File: config.mk
export PLATFORM = sky130hd
export DESIGN_NAME = key_conditioner
export DESIGN_NICKNAME = d
export VERILOG_FILES = /design/src/rtl/key_conditioner.sv
export SDC_FILE = /design/constraint.sdc
export NUM_CORES = 1
export LEC_CHECK = 0
export CORE_MARGIN = 2
export CORE_UTILIZATION = 40
export DETAILED_ROUTE_END_ITERATION = 6
export GPL_TIMING_DRIVEN = 0
export PLACE_DENSITY = 0.63
export SYNTH_ARGS = -nofsm -noshare
export SYNTH_HDL_FRONTEND = slang
export SYNTH_SLANG_ARGS = --single-unit
File: constraint.sdc
create_clock -name clk_1khz -period 4.85 [get_ports clk_1khz]
set_input_delay 0.97 -clock clk_1khz [delete_from_list [all_inputs] [get_ports clk_1khz]]
set_output_delay 0.97 -clock clk_1khz [all_outputs]
set_load 0.02 [all_outputs]
File: src/rtl/key_conditioner.sv
// key_conditioner: turns raw front-panel push-buttons into clean per-key
// events. Each key is handled independently by the same chain of stages:
// polarity normalisation, a 2-flop synchroniser, a debouncer and an event
// FSM that produces press, release, long-press and auto-repeat pulses.
// Every output comes straight from a flop, so downstream logic never sees
// combinational glitches.
module key_conditioner #(
    parameter int                  NUM_KEYS    = 3,
    parameter logic [NUM_KEYS-1:0] INVERT_MASK = 3'b100,
    parameter int                  DEBOUNCE_MS = 20,
    parameter int                  LONG_MS     = 800,
    parameter int                  REPEAT_MS   = 200
) (
    input  logic                clk_1khz,
    input  logic                switch_clr,
    input  logic [NUM_KEYS-1:0] key_raw,
    output logic [NUM_KEYS-1:0] key_level,
    output logic [NUM_KEYS-1:0] key_press,
    output logic [NUM_KEYS-1:0] key_release,
    output logic [NUM_KEYS-1:0] key_long,
    output logic [NUM_KEYS-1:0] key_step
);

    // Counter widths. The debounce counter must hold DEBOUNCE_MS, the hold
    // counter LONG_MS-1 and the repeat counter REPEAT_MS-1. The repeat width
    // is sized from REPEAT_MS+1 so that REPEAT_MS = 1 still gets one bit.
    localparam int DB_W = $clog2(DEBOUNCE_MS + 1);
    localparam int HC_W = $clog2(LONG_MS);
    localparam int RC_W = $clog2(REPEAT_MS + 1);

    // Terminal counts. Reaching one of these triggers the action on the
    // following edge.
    localparam logic [DB_W-1:0] DB_LAST = DB_W'(DEBOUNCE_MS - 1);
    localparam logic [HC_W-1:0] HC_LAST = HC_W'(LONG_MS - 1);
    localparam logic [RC_W-1:0] RC_LAST = RC_W'(REPEAT_MS - 1);

    // Per-key event states. LONG is only left by a release.
    typedef enum logic [1:0] {
        ST_IDLE = 2'd0,
        ST_HELD = 2'd1,
        ST_LONG = 2'd2
    } key_state_t;

    genvar gi;
    generate
        for (gi = 0; gi < NUM_KEYS; gi++) begin : g_key
            // Synchroniser and debouncer state.
            logic            w_norm;
            logic            r_sync1;
            logic            r_sync2;
            logic            r_level;
            logic [DB_W-1:0] r_db;
            logic            w_differs;
            logic            w_rise;
            logic            w_fall;

            // Event FSM state, counters and registered pulses.
            key_state_t      r_state;
            key_state_t      w_state_next;
            logic [HC_W-1:0] r_hc;
            logic [HC_W-1:0] w_hc_next;
            logic [RC_W-1:0] r_rc;
            logic [RC_W-1:0] w_rc_next;
            logic            w_press_next;
            logic            w_release_next;
            logic            w_long_next;
            logic            w_step_next;
            logic            r_press;
            logic            r_release;
            logic            r_long;
            logic            r_step;

            // After normalisation, 1 always means pressed. The synchroniser
            // therefore resets to 0, which is the released level.
            assign w_norm = key_raw[gi] ^ INVERT_MASK[gi];

            // Two-flop synchroniser for the asynchronous button level.
            always_ff @(posedge clk_1khz or negedge switch_clr) begin
                if (!switch_clr) begin
                    r_sync1 <= 1'b0;
                    r_sync2 <= 1'b0;
                end else begin
                    r_sync1 <= w_norm;
                    r_sync2 <= r_sync1;
                end
            end

            // The level flips on the edge where the counter sits at its
            // terminal count and the input still disagrees. These strobes are
            // high in the cycle before key_level changes, so the event FSM can
            // register its pulses on the same edge as the level.
            assign w_differs = (r_sync2 != r_level);
            assign w_rise    = w_differs && (r_db == DB_LAST) && !r_level;
            assign w_fall    = w_differs && (r_db == DB_LAST) &&  r_level;

            // Debouncer: the level follows the synced input only after the
            // input has disagreed with it for DEBOUNCE_MS consecutive cycles.
            // Any agreement restarts the count.
            always_ff @(posedge clk_1khz or negedge switch_clr) begin
                if (!switch_clr) begin
                    r_level <= 1'b0;
                    r_db    <= '0;
                end else if (!w_differs) begin
                    r_db <= '0;
                end else if (r_db == DB_LAST) begin
                    r_level <= ~r_level;
                    r_db    <= '0;
                end else begin
                    r_db <= r_db + DB_W'(1);
                end
            end

            // Next-state logic for the event FSM. A release overrides
            // everything else, so a long or step threshold that lands on the
            // release edge is dropped.
            always_comb begin
                w_state_next   = r_state;
                w_hc_next      = r_hc;
                w_rc_next      = r_rc;
                w_press_next   = 1'b0;
                w_release_next = 1'b0;
                w_long_next    = 1'b0;
                w_step_next    = 1'b0;

                if (w_fall) begin
                    w_state_next   = ST_IDLE;
                    w_hc_next      = '0;
                    w_rc_next      = '0;
                    w_release_next = 1'b1;
                end else begin
                    case (r_state)
                        ST_IDLE: begin
                            if (w_rise) begin
                                w_state_next = ST_HELD;
                                w_hc_next    = '0;
                                w_press_next = 1'b1;
                                w_step_next  = 1'b1;
                            end
                        end
                        ST_HELD: begin
                            if (r_hc == HC_LAST) begin
                                w_state_next = ST_LONG;
                                w_rc_next    = '0;
                                w_long_next  = 1'b1;
                                w_step_next  = 1'b1;
                            end else begin
                                w_hc_next = r_hc + HC_W'(1);
                            end
                        end
                        ST_LONG: begin
                            if (r_rc == RC_LAST) begin
                                w_rc_next   = '0;
                                w_step_next = 1'b1;
                            end else begin
                                w_rc_next = r_rc + RC_W'(1);
                            end
                        end
                        default: begin
                            w_state_next = ST_IDLE;
                            w_hc_next    = '0;
                            w_rc_next    = '0;
                        end
                    endcase
                end
            end

            // Register the FSM state, its counters and the output pulses.
            always_ff @(posedge clk_1khz or negedge switch_clr) begin
                if (!switch_clr) begin
                    r_state   <= ST_IDLE;
                    r_hc      <= '0;
                    r_rc      <= '0;
                    r_press   <= 1'b0;
                    r_release <= 1'b0;
                    r_long    <= 1'b0;
                    r_step    <= 1'b0;
                end else begin
                    r_state   <= w_state_next;
                    r_hc      <= w_hc_next;
                    r_rc      <= w_rc_next;
                    r_press   <= w_press_next;
                    r_release <= w_release_next;
                    r_long    <= w_long_next;
                    r_step    <= w_step_next;
                end
            end

            assign key_level[gi]   = r_level;
            assign key_press[gi]   = r_press;
            assign key_release[gi] = r_release;
            assign key_long[gi]    = r_long;
            assign key_step[gi]    = r_step;
        end
    endgenerate

endmodule

==> flow_metrics.py <==
metrics = {
    "status": {
        "status": "completed",
    },
    "grt": {
        "grt_pass1_vias": 3717,
        "grt_usage": 0.1564,
        "grt_overflow": 0,
        "antenna_found_initial": 0,
        "grt_max_degree": 58,
        "grt_pass1_wl_mm": 16.90,
    },
    "cts": {
        "clk_latency_ns": 0.34,
        "post_cts_buffers": 0,
        "htreeDepth": 3,
        "cts.sinks": 96,
        "post_cts_resized": 0,
        "root_buffer": "clkbuf_16",
        "cts_made_buffers": 9,
        "cts.clk_slew.worst_paths_ns": 0.06,
        "hold_buffers": 0,
        "tritoncts": "built",
        "cts.path.max_buffers": 2,
    },
    "finish": {
        "diodes": 0,
        "area_growth_pct": 14.26,
        "fin_nets": 556,
        "final_layout_size_suffix_gt1_frac": 0.1042,
        "fin_util": 0.4701,
        "stdcell_count": 715,
    },
    "setup_path": {
        "worstPathArrival_ns": 1.55,
        "regToRegStartpoint": "g_key[2].r_hc[0]$_DFFE_PN0P_",
        "endpoint_kind": "output port",
        "required_ns": 3.88,
        "critPathCapture": "key_level[1]",
        "start_kind": "register",
        "setup.worst_path.start": "g_key[1].r_level$_DFFE_PN0N_",
        "crit_fanout": 7,
        "rr_endpoint": "g_key[2].r_rc[1]$_DFFE_PN0P_",
        "path_class": "register to output port",
        "ff2ff_path_depth": 7,
        "r2r_setup_slack_ns": 2.77,
    },
    "route": {
        "wl_per_cell_um": 13.50,
        "dr.pass1.iters": 6,
        "via_per_inst": 5.442,
        "vias": 3891,
        "wirelength_mm": 9.649,
        "drtAntennaViolNets": 0,
        "dr.first_iter.drc_count": 236,
        "drc": 0,
    },
    "yosys": {
        "avgSynthCellArea_um2": 9.753,
        "syn-cell-area_mm2": 0.004984,
        "postSynthCellCount": 511,
        "async_reset_ff_frac": 1.000,
        "synth_seq_cells": 96,
        "synth-seq-area-share": 0.4820,
        "ys_types": 65,
        "synth_edf_count": 0,
        "ys.flop_type": "dfrtp_1",
        "synthesis.nets": 525,
        "yosysWarningCount": 0,
    },
    "floorplanning": {
        "initial_core_util": 0.4115,
        "core_area_mm2": 0.01211,
        "die_y_um": 115.6,
        "rows": 40,
        "chipWidth_um": 115.6,
        "ios": 20,
        "die-area_mm2": 0.01337,
    },
    "pwr": {
        "ir_drop_mv": 0.1966,
        "power_density_mw_per_mm2": 268.8,
        "p_total_uw": 1530,
        "leakage_uw": 0.002532,
    },
    "timing": {
        "relSlewSlack": 0.5221,
        "setup_violations": 0,
        "hold_ws_ns": 0.3506,
        "fmax_mhz": 396.8,
        "finalMaxSlewViolations": 0,
        "rsz0062_at_grt": "no",
        "period_share": 0.5197,
        "finalHoldViolCount": 0,
        "finalCriticalPeriod_ns": 2.520,
        "worst_pin_slew_ns": 0.7103,
        "fin_skew_ns": 0.006226,
    },
    "placement": {
        "dp_hpwl_mm": 6.749,
        "placement.io_buffers": 19,
        "dp_cells": 699,
        "gp_congestion": 0.8006,
    },
    "job": {
        "cap_violations": 0,
    },
    "min_path": {
        "worstHoldPathType": "register to register",
    },
}
==> layer usage <==
metal | global-route usage | wire (um) | up-vias | part of all wire
li1 | - | - | 1929 | -
met1 | 0.2098 | 4728 | 1894 | 0.49
met2 | 0.2425 | 4519 | 62 | 0.47
met3 | 0.04655 | 321 | 6 | 0.033
met4 | 0.05476 | 80 | 0 | 0.0083
met5 | 0 | 0 | - | 0
==> registers in the layout (all words and copies together) (netlist names) <==
name and flops:
g_key.r_long 3, g_key.r_release 3, g_key.r_press 3, g_key.r_level 3, g_key.r_state 6, g_key.r_step 3, g_key.r_hc 30, g_key.r_rc 24
g_key.r_db 15, g_key.r_sync2 3, g_key.r_sync1 3
==> area by class of cell <==
cell class	count	area [um^2]
repair buffers	20	215.2
plain buffers	28	178.9
inverters	21	78.83
flip-flops and latches	96	2402
multi-input cells	366	2323
fillers	1162	6417
clock buffers	13	270.3
well taps	168	210.2
clock inverters	3	15.01
==> worst min path at each step <==
stage               cells after the start                       start                         end  slack [ns]
CTS                                     0  g_key[2].r_sync1$_DFF_PN0_  g_key[2].r_sync2$_DFF_PN0_        0.35
finish                                  0  g_key[2].r_sync1$_DFF_PN0_  g_key[2].r_sync2$_DFF_PN0_        0.35
global placement                        0  g_key[2].r_sync1$_DFF_PN0_  g_key[2].r_sync2$_DFF_PN0_        0.34
global route                            0  g_key[0].r_sync1$_DFF_PN0_  g_key[0].r_sync2$_DFF_PN0_        0.36
floorplan                               0  g_key[0].r_sync1$_DFF_PN0_  g_key[0].r_sync2$_DFF_PN0_        0.33
detailed placement                      0  g_key[2].r_sync1$_DFF_PN0_  g_key[2].r_sync2$_DFF_PN0_        0.34
==> cells by family (layout without fill, tap and decap cells) <==
family,Yosys count,in the layout,synth area share
compound gates,119,119,0.1657
flops,96,96,0.4820
fa+ha+maj,9,9,0.02260
xor+xnor,16,16,0.02812
buf+inv,49,85,0.05172
mux,6,6,0.01230
simple gates,216,216,0.2375
==> cell usage in the layout (no fill, tap or decap), drive strengths merged, types with 5 or more instances in the layout <==
| master | count |
|---|---|
| xor2 | 6 |
| buf | 24 |
| nor4 | 6 |
| a21oi | 28 |
| ha | 9 |
| nor3 | 13 |
| a22o | 10 |
| and4 | 5 |
| nor2 | 30 |
| a31oi | 11 |
| inv | 21 |
| clkbuf | 19 |
| nand2b | 5 |
| nand4 | 11 |
| dfrtp | 96 |
| xnor2 | 10 |
| nand2 | 55 |
| and2 | 9 |
| nor2b | 11 |
| clkdlybuf4s50 | 18 |
| a22oi | 6 |
| and3 | 10 |
| o21ai | 19 |
| mux2i | 5 |
| nand3 | 34 |
==> through the flow <==
step / TNS (ns) / instance area [um^2] / setup slack, ns
floorplan: 0 / 4984 / 2.992
global placement: -75.25 / 5384 / -0.7882
detailed placement: 0 / 5409 / 2.702
CTS: 0 / 5694 / 2.313
global route: 0 / 5694 / 2.279
finish: 0 / 5694 / 2.330
==> cells in the mapped netlist (all sizes together), types with 9 or more instances <==
| library cell | instances | area [um^2] |
|---|---|---|
| a21oi | 28 | 147.6 |
| a22o | 10 | 87.58 |
| a31oi | 11 | 68.82 |
| and2 | 9 | 56.31 |
| and3 | 10 | 62.56 |
| buf | 22 | 153.9 |
| dfrtp | 96 | 2402 |
| ha | 9 | 112.6 |
| inv | 21 | 78.83 |
| nand2 | 55 | 206.5 |
| nand3 | 34 | 170.2 |
| nand4 | 11 | 68.82 |
| nor2 | 30 | 112.6 |
| nor2b | 11 | 68.82 |
| nor3 | 13 | 65.06 |
| o21ai | 19 | 95.09 |
| xnor2 | 10 | 87.58 |
==> report_power, final <==
| part | internal (uW) | switching [uW] |
|---|---|---|
| registers | 809 | 7.32 |
| logic | 13.6 | 23.9 |
| clock network | 387 | 289 |
| total | 1210 | 320 |
==> critical path: stages (launching register included) <==
cell             delay [ns]
dfrtp_1                0.47
buf_4                  0.15
clkdlybuf4s50_1        0.59
Note: power is estimated with default switching activity, not from simulation.
